[config.mk]
export PLATFORM = sky130hd
export DESIGN_NAME = pipe_skid_stage_flat
export DESIGN_NICKNAME = d
export VERILOG_FILES = /design/src/rtl/pipe_skid_stage_if.sv /design/src/rtl/pipe_skid_stage.sv /design/src/flat_wrapper.sv
export SDC_FILE = /design/constraint.sdc
export NUM_CORES = 1
export LEC_CHECK = 0
export CORE_MARGIN = 1.5
export CORE_UTILIZATION = 48
export DETAILED_ROUTE_END_ITERATION = 16
export PLACE_DENSITY = 0.74
export SLEW_MARGIN = 20
export SYNTH_ARGS = -nofsm -noshare
export SYNTH_HDL_FRONTEND = slang
export SYNTH_SLANG_ARGS = --single-unit
[constraint.sdc]
create_clock -name clk_i -period 2.7 [get_ports clk_i]
set_clock_uncertainty 0.1 [all_clocks]
set_input_delay 0.27 -clock clk_i [delete_from_list [all_inputs] [get_ports clk_i]]
set_output_delay 0.27 -clock clk_i [all_outputs]
set_load 0.02 [all_outputs]
[src/rtl/pipe_skid_stage_if.sv]
// Valid/ready handshake bundle for one pipeline stage: the upstream offer and the downstream
// presentation.
// Signal names match the stage's port list. The slave modport is the view the stage itself
// uses.
interface pipe_skid_stage_if #(
  parameter int unsigned PC_W   = 32,
  parameter int unsigned INST_W = 32,
  parameter int unsigned EXC_W  = 1
) ();

  logic              up_valid_i;
  logic              up_ready_o;
  logic [PC_W-1:0]   up_pc_i;
  logic [INST_W-1:0] up_inst_i;
  logic [EXC_W-1:0]  up_exc_i;

  logic              dn_valid_o;
  logic              dn_ready_i;
  logic [PC_W-1:0]   dn_pc_o;
  logic [INST_W-1:0] dn_inst_o;
  logic [EXC_W-1:0]  dn_exc_o;

  // Environment side: drives the upstream offer and the downstream ready.
  modport master (
    output up_valid_i, up_pc_i, up_inst_i, up_exc_i, dn_ready_i,
    input  up_ready_o, dn_valid_o, dn_pc_o, dn_inst_o, dn_exc_o
  );

  // Stage side.
  modport slave (
    input  up_valid_i, up_pc_i, up_inst_i, up_exc_i, dn_ready_i,
    output up_ready_o, dn_valid_o, dn_pc_o, dn_inst_o, dn_exc_o
  );

endinterface

[src/rtl/pipe_skid_stage.sv]
// Generic inter-stage pipeline register with a 2-entry skid buffer. It carries PC, instruction
// and exception flags.
// up_ready_o is a flop output, so there is no combinational path from dn_ready_i.
module pipe_skid_stage #(
  parameter int unsigned PC_W        = 32,
  parameter int unsigned INST_W      = 32,
  parameter int unsigned EXC_W       = 1,
  parameter bit          ZERO_BUBBLE = 1'b1
) (
  input  logic                   clk_i,
  input  logic                   rst_i,
  input  logic                   flush_i,
  pipe_skid_stage_if.slave       bus,
  output logic [1:0]             occupancy_o
);

  // Encoding chosen so bit 0 is OUT.valid and bit 1 is SKD.valid. With this choice every
  // handshake output is a direct flop bit.
  typedef enum logic [1:0] {
    StEmpty = 2'b00,
    StOne   = 2'b01,
    StFull  = 2'b11
  } state_e;

  state_e state_q, state_d;

  logic [PC_W-1:0]   out_pc_q, skd_pc_q;
  logic [INST_W-1:0] out_inst_q, skd_inst_q;
  logic [EXC_W-1:0]  out_exc_q, skd_exc_q;

  logic out_valid, skd_valid;
  logic in_fire, out_fire;
  logic load_out, out_from_skd, load_skd;

  assign out_valid = state_q[0];
  assign skd_valid = state_q[1];

  assign in_fire  = bus.up_valid_i & ~skd_valid;
  assign out_fire = out_valid & bus.dn_ready_i;

  // Next-state and load-enable decode; flush overrides any handshake on the same cycle.
  always_comb begin
    state_d      = state_q;
    load_out     = 1'b0;
    out_from_skd = 1'b0;
    load_skd     = 1'b0;
    if (flush_i) begin
      state_d = StEmpty;
    end else begin
      case (state_q)
        StEmpty: begin
          if (in_fire) begin
            state_d  = StOne;
            load_out = 1'b1;
          end
        end
        StOne: begin
          if (in_fire && out_fire) begin
            load_out = 1'b1;
          end else if (in_fire) begin
            state_d  = StFull;
            load_skd = 1'b1;
          end else if (out_fire) begin
            state_d = StEmpty;
          end
        end
        StFull: begin
          if (out_fire) begin
            state_d      = StOne;
            load_out     = 1'b1;
            out_from_skd = 1'b1;
          end
        end
        default: state_d = StEmpty;
      endcase
    end
  end

  // State and payload registers. Flush zeroes OUT so the bubble is clean in both ZERO_BUBBLE
  // modes.
  always_ff @(posedge clk_i) begin
    if (rst_i) begin
      state_q    <= StEmpty;
      out_pc_q   <= '0;
      out_inst_q <= '0;
      out_exc_q  <= '0;
      skd_pc_q   <= '0;
      skd_inst_q <= '0;
      skd_exc_q  <= '0;
    end else begin
      state_q <= state_d;
      if (flush_i) begin
        out_pc_q   <= '0;
        out_inst_q <= '0;
        out_exc_q  <= '0;
      end else if (load_out) begin
        out_pc_q   <= out_from_skd ? skd_pc_q   : bus.up_pc_i;
        out_inst_q <= out_from_skd ? skd_inst_q : bus.up_inst_i;
        out_exc_q  <= out_from_skd ? skd_exc_q  : bus.up_exc_i;
      end
      if (load_skd) begin
        skd_pc_q   <= bus.up_pc_i;
        skd_inst_q <= bus.up_inst_i;
        skd_exc_q  <= bus.up_exc_i;
      end
    end
  end

  assign bus.up_ready_o = ~skd_valid;
  assign bus.dn_valid_o = out_valid;
  assign occupancy_o    = {skd_valid, out_valid & ~skd_valid};

  // Payload outputs, masked to zero on empty cycles when ZERO_BUBBLE is set.
  always_comb begin
    bus.dn_pc_o   = out_pc_q;
    bus.dn_inst_o = out_inst_q;
    bus.dn_exc_o  = out_exc_q;
    if (ZERO_BUBBLE && !out_valid) begin
      bus.dn_pc_o   = '0;
      bus.dn_inst_o = '0;
      bus.dn_exc_o  = '0;
    end
  end

endmodule

[src/flat_wrapper.sv]
// flat-port wrapper written by rule: the top's interface ports become plain ports
module pipe_skid_stage_flat 
#(
  parameter int unsigned PC_W        = 32,
  parameter int unsigned INST_W      = 32,
  parameter int unsigned EXC_W       = 1,
  parameter bit          ZERO_BUBBLE = 1'b1
)
  (clk_i, rst_i, flush_i, occupancy_o, bus_up_valid_i, bus_up_pc_i, bus_up_inst_i, bus_up_exc_i, bus_dn_ready_i, bus_up_ready_o, bus_dn_valid_o, bus_dn_pc_o, bus_dn_inst_o, bus_dn_exc_o);
  pipe_skid_stage_if #(.PC_W(PC_W), .INST_W(INST_W), .EXC_W(EXC_W)) bus_i ();
  input  logic clk_i;
  input  logic rst_i;
  input  logic flush_i;
  output logic [1:0] occupancy_o;
  input wire logic [$bits(bus_i.up_valid_i)-1:0] bus_up_valid_i;
  input wire logic [$bits(bus_i.up_pc_i)-1:0] bus_up_pc_i;
  input wire logic [$bits(bus_i.up_inst_i)-1:0] bus_up_inst_i;
  input wire logic [$bits(bus_i.up_exc_i)-1:0] bus_up_exc_i;
  input wire logic [$bits(bus_i.dn_ready_i)-1:0] bus_dn_ready_i;
  output wire logic [$bits(bus_i.up_ready_o)-1:0] bus_up_ready_o;
  output wire logic [$bits(bus_i.dn_valid_o)-1:0] bus_dn_valid_o;
  output wire logic [$bits(bus_i.dn_pc_o)-1:0] bus_dn_pc_o;
  output wire logic [$bits(bus_i.dn_inst_o)-1:0] bus_dn_inst_o;
  output wire logic [$bits(bus_i.dn_exc_o)-1:0] bus_dn_exc_o;
  assign bus_i.up_valid_i = bus_up_valid_i;
  assign bus_i.up_pc_i = bus_up_pc_i;
  assign bus_i.up_inst_i = bus_up_inst_i;
  assign bus_i.up_exc_i = bus_up_exc_i;
  assign bus_i.dn_ready_i = bus_dn_ready_i;
  assign bus_up_ready_o = bus_i.up_ready_o;
  assign bus_dn_valid_o = bus_i.dn_valid_o;
  assign bus_dn_pc_o = bus_i.dn_pc_o;
  assign bus_dn_inst_o = bus_i.dn_inst_o;
  assign bus_dn_exc_o = bus_i.dn_exc_o;
  pipe_skid_stage #(.PC_W(PC_W), .INST_W(INST_W), .EXC_W(EXC_W), .ZERO_BUBBLE(ZERO_BUBBLE)) u_core (.clk_i(clk_i), .rst_i(rst_i), .flush_i(flush_i), .bus(bus_i), .occupancy_o(occupancy_o));
endmodule
# == Word level (Yosys, flattened, before mapping) ==
# Index checks and enable logic that the tools add are counted.
# totals
regBits,132
mem_bits_rw,0
mem_count,0
mem_bits_ro,0
input_bits,70
latchBits,0
output_inout_bits,69
elab_cells,43
# classes
add_sub_neg,0
n_eq_ne,6
n_reduce_logical,4
n_lt_le_gt_ge,0
muxes,22
shift,0
div_mod_pow,0
bitwise,4
multipliers,0
# op_table
op,count
2-to-1 mux 32 bit,4
2-to-1 mux 1 bit,11
2-to-1 mux 2 bit,5
one-hot mux 2 bit (3 select lines),1
inequality test 2 x 1 -> 1 bit (second input constant),2
AND reduction 4 bit,1
AND 1 bit,3
inequality test 3 x 1 -> 1 bit (second input constant),1
one-hot mux 1 bit (3 select lines),1
== test 2 x 1 -> 1 bit (second input constant),1
== test 2 bit (second input constant),1
logical NOT 2 bit,1
inequality test 2 bit (second input constant),1
OR reduction 2 bit,1
logical AND 1 bit,1
NOT 1 bit,1

# == Longest topological paths before layout ==
# logic_depth
ltp_word,6
depth_mapped,8
ltp_nobuf,6

# == Worst setup path after synthesis ==
# No wires, ideal clock.
# synth_path
path_kind,flip-flop to flip-flop
from,reg u_core.state_q[1]
to,reg u_core.out_pc_q[10]
setup_ns,0.146
setup_slack_ns,0.305
stages_incl_launch_ff,9
required_time_ns,2.454
arrival_time_ns,2.149
synth_period_minus_slack_ns,2.395
path_buffers,2
cell_sequence,dfxtp_1 > inv_1 > ha_1 > and3b_1 > a221o_1 > buf_2 > buf_2 > a21oi_1 > a211oi_2
# synth_between
elab_chain_cells,6
word_cells_on_any_way,13
cone_classes,eq/ne (2); mux (7); bitwise (2); reduce/logical (2)
# synth_rtl
element,line,text
start: declaration,pipe_skid_stage.sv:25,"state_e state_q, state_d;"
start signal: assignment,pipe_skid_stage.sv:83,state_q <= StEmpty;
start signal: assignment,pipe_skid_stage.sv:91,state_q <= state_d;
NOT 1 bit *,--,
net bus_up_ready_o,flat_wrapper.sv:20,output wire logic [$bits(bus_i.up_ready_o)-1:0] bus_up_ready_o;
AND 1 bit *,pipe_skid_stage.sv:38,assign in_fire = bus.up_valid_i & ~skd_valid;
logical AND 1 bit,pipe_skid_stage.sv:58,if (in_fire && out_fire) begin
2-to-1 mux 1 bit,pipe_skid_stage.sv:58,
one-hot mux 1 bit (3 select lines) *,pipe_skid_stage.sv:50,case (state_q)
2-to-1 mux 1 bit *,pipe_skid_stage.sv:47,if (flush_i) begin
end signal: assignment,pipe_skid_stage.sv:97,out_pc_q <= out_from_skd ? skd_pc_q : bus.up_pc_i;
end: declaration,pipe_skid_stage.sv:27,"logic [PC_W-1:0] out_pc_q, skd_pc_q;"
# Mark *: on every way through the listed nets, which the timed path passes. The rest lies on a longest branch.
# A chain may end at the register's enable or synchronous reset.

# == Worst setup path after layout ==
# layout_path
from,reg u_core.state_q[0]
to,out bus_dn_inst_o[1]
# layout_between
elab_chain_cells,1
# layout_rtl
element,line,text
2-to-1 mux 32 bit,pipe_skid_stage.sv:118,if (ZERO_BUBBLE && !out_valid) begin
end: declaration,flat_wrapper.sv:23,output wire logic [$bits(bus_i.dn_inst_o)-1:0] bus_dn_inst_o;
# Every way passes these cells.

==> results.cfg <==
[clock_network]
clock_latency_ps = 410
cts_made_buffers = 17
cts.sinks = 132
cts_root_buf = clkbuf_16
cts_hold_buf = 0
clk_path_buf_depth = 2
tritoncts = done
cts.clk_slew.worst_paths_ps = 50
post_cts_buffers = 0
cts_max_level = 4

[floorplanning]
die_w_um = 116
die_y_um = 116
start_util_pct = 49.9
io_pins = 139
dieArea_um2 = 13400
core-area_um2 = 12200
num_rows = 40

[global_routing]
antenna_found_initial = 0
grt_usage_pct = 25.1
grt_pass1_vias = 5233
grt_pass1_wl_um = 26200
grt_overflow = 0
grt_max_degree = 66

[hold_path]
hold_path_class = in2reg
whs_endpoint = u_core.skd_inst_q[11]$_SDFFE_PP0P_
hold_start = bus_up_inst_i[11]
holdPathStages = 3

[final_layout]
diodes = 0
stdcell_count = 965
final_cell_mix = clkdlybuf4s50_1, a21oi_1, dfxtp_1
fin_util_pct = 66.7
area_delta_synth_final_pct = 33.7
nets = 860
final_common_cell = clkdlybuf4s50_1
layout-drive-gt1-share_pct = 12.4

[sta]
max_slew_margin_pct = 30.1
fmax_mhz = 394
slew_viol_final = 0
rsz0062_at_grt = false
tightest_slew_ps = 1050
hold_viol_final = 0
finalCritPeriodShare_pct = 93.9
setup_viol = 0
finalCriticalPeriod_ps = 2540
setup-tns-final_ps = 0

[critical_path]
worstPathRequired_ps = 2330
worst_r2r_path_depth = 6
reg2reg_slack_ps = 190
arrival_ps = 2170
r2r_start = u_core.state_q[1]$_SDFFE_PP0P_
crit_fanout = 57
regToRegEndpoint = u_core.out_inst_q[4]$_SDFFE_PP0P_
path_class = reg2out
startpoint_type = flip-flop
end_kind = output port

[route]
drc = 0
routedWlPerCell_um = 16.9
viasPerCell = 5.46
vias = 5272
drtPass1Iterations = 4
drt-initial-drc-count = 293
wl_um = 16300
ant_nets = 0

[synth]
yosysWarnings = 0
ys_seq_area_share_pct = 43.3
synth_area_um2 = 6100
avgSynthCellArea_um2 = 8.98
ys_top_cells_by_area = dfxtp_1, a21oi_1, mux2i_1
ys_seq_elements = 132
synth_nets = 754
synthCells = 679
synth_cell_type_count = 29
synth_top_cell_area_share_pct = 43.3
synth_top_area_cell = dfxtp_1

[power]
peakVddDrop_uv = 347
p_per_area_nw_per_um2 = 589
leakage_nw = 3.21

[placed_design]
port_buffers = 138
place_congestion = 0.801
dp_cells = 934
hpwl_um = 9980

[outcome]
status = completed

[job]
drv_cap = 0
==> flip-flops by register name (all words and copies together) (netlist names) <==
name	cells
u_core.out_inst_q	32
u_core.out_pc_q	32
u_core.skd_inst_q	32
u_core.skd_pc_q	32
u_core.state_q	2
u_core.out_exc_q	1
u_core.skd_exc_q	1
==> synthesized netlist by cell type (all sizes together) <==
master     n
a2111o     1
a211oi    65
a21boi     1
a21oi    132
a221o      1
a2bb2oi    1
and2      67
and3       1
and3b      1
buf       32
clkbuf    32
dfxtp    132
ha         5
inv        2
mux2       1
mux2i     65
nand2    130
nand2b     1
nand3b     1
nor2       1
nor2b      1
nor3       1
o21ai      2
or2        1
or3        1
or4        1
==> cell type report <==
| cell class | count | area [um^2] |
|---|---|---|
| inverter | 2 | 7.51 |
| tap | 168 | 210 |
| clock inverter | 3 | 65.1 |
| timing repair buffer | 151 | 1530 |
| multi-input combinational | 481 | 3170 |
| fill | 1018 | 4060 |
| clock buffer | 28 | 527 |
| sequential | 132 | 2640 |
==> how the worst max path moves through the flow <==
stage	start	endpoint	slack, ps	depth (start not counted)
6_report	u_core.state_q[0]$_SDFFE_PP0P_	bus_dn_inst_o[1]	160	3
3_3_place_gp	bus_dn_ready_i	u_core.out_inst_q[21]$_SDFFE_PP0P_	290	5
5_1_grt	u_core.state_q[1]$_SDFFE_PP0P_	u_core.out_inst_q[27]$_SDFFE_PP0P_	30	6
3_5_place_dp	bus_up_valid_i	u_core.out_inst_q[24]$_SDFFE_PP0P_	160	5
4_1_cts	u_core.state_q[0]$_SDFFE_PP0P_	bus_dn_inst_o[1]	40	3
2_1_floorplan	u_core.state_q[1]$_SDFFE_PP0P_	u_core.out_pc_q[10]$_SDFFE_PP0P_	310	8
==> power breakdown <==
group	internal (mW)	total, mW	switching [mW]
combinational	0.212	0.487	0.276
clock	1.50	2.29	0.784
sequential	2.00	2.03	0.0281
total	3.71	4.80	1.09
==> per-layer routing <==
metal | GRT usage [%] | vias up | part of all wire (%)
li1 | - | 2557 | -
met1 | 32.0 | 2533 | 44
met2 | 42.4 | 167 | 49
met3 | 5.02 | 15 | 5.6
met4 | 9.19 | 0 | 1.1
met5 | 0 | - | 0
==> critical path, stage by stage, from the launching register on <==
cell and delay, ps:
dfxtp_2 490, buf_6 370, and2_1 250, clkdlybuf4s50_1 620
==> kinds of logic (layout without fill, tap and decap cells) <==
kind of cell	after synthesis	after routing	synth area share (%)
AO/OA/AOI/OAI	203	203	23.7
adder cells (fa/ha/maj)	5	5	1.03
buffers and inverters	66	184	5.13
flip-flops	132	132	43.3
multiplexers	66	66	10.9
AND/OR/NAND/NOR	207	207	15.9
==> stage by stage <==
| step | hold slack (ps) | instance area (um^2) | setup slack (ps) | total power [mW] |
|---|---|---|---|---|
| after floorplan | 306 | 6100 | 305 | 2.35 |
| after global placement | 340 | 7550 | 286 | 2.54 |
| after detailed placement | 346 | 7550 | 162 | 2.55 |
| after CTS | 330 | 8150 | 42.8 | 4.83 |
| after global routing | 343 | 8150 | 33.9 | 4.98 |
| final | 340 | 8150 | 163 | 4.80 |
==> what timing repair did <==
item | 4_1_cts | 5_1_grt
endpoints found under the setup margin | 0 | 24
gates resized for setup | 0 | 1
hold endpoints to repair | 0 | 0
Power figures use the tool's default switching activity.
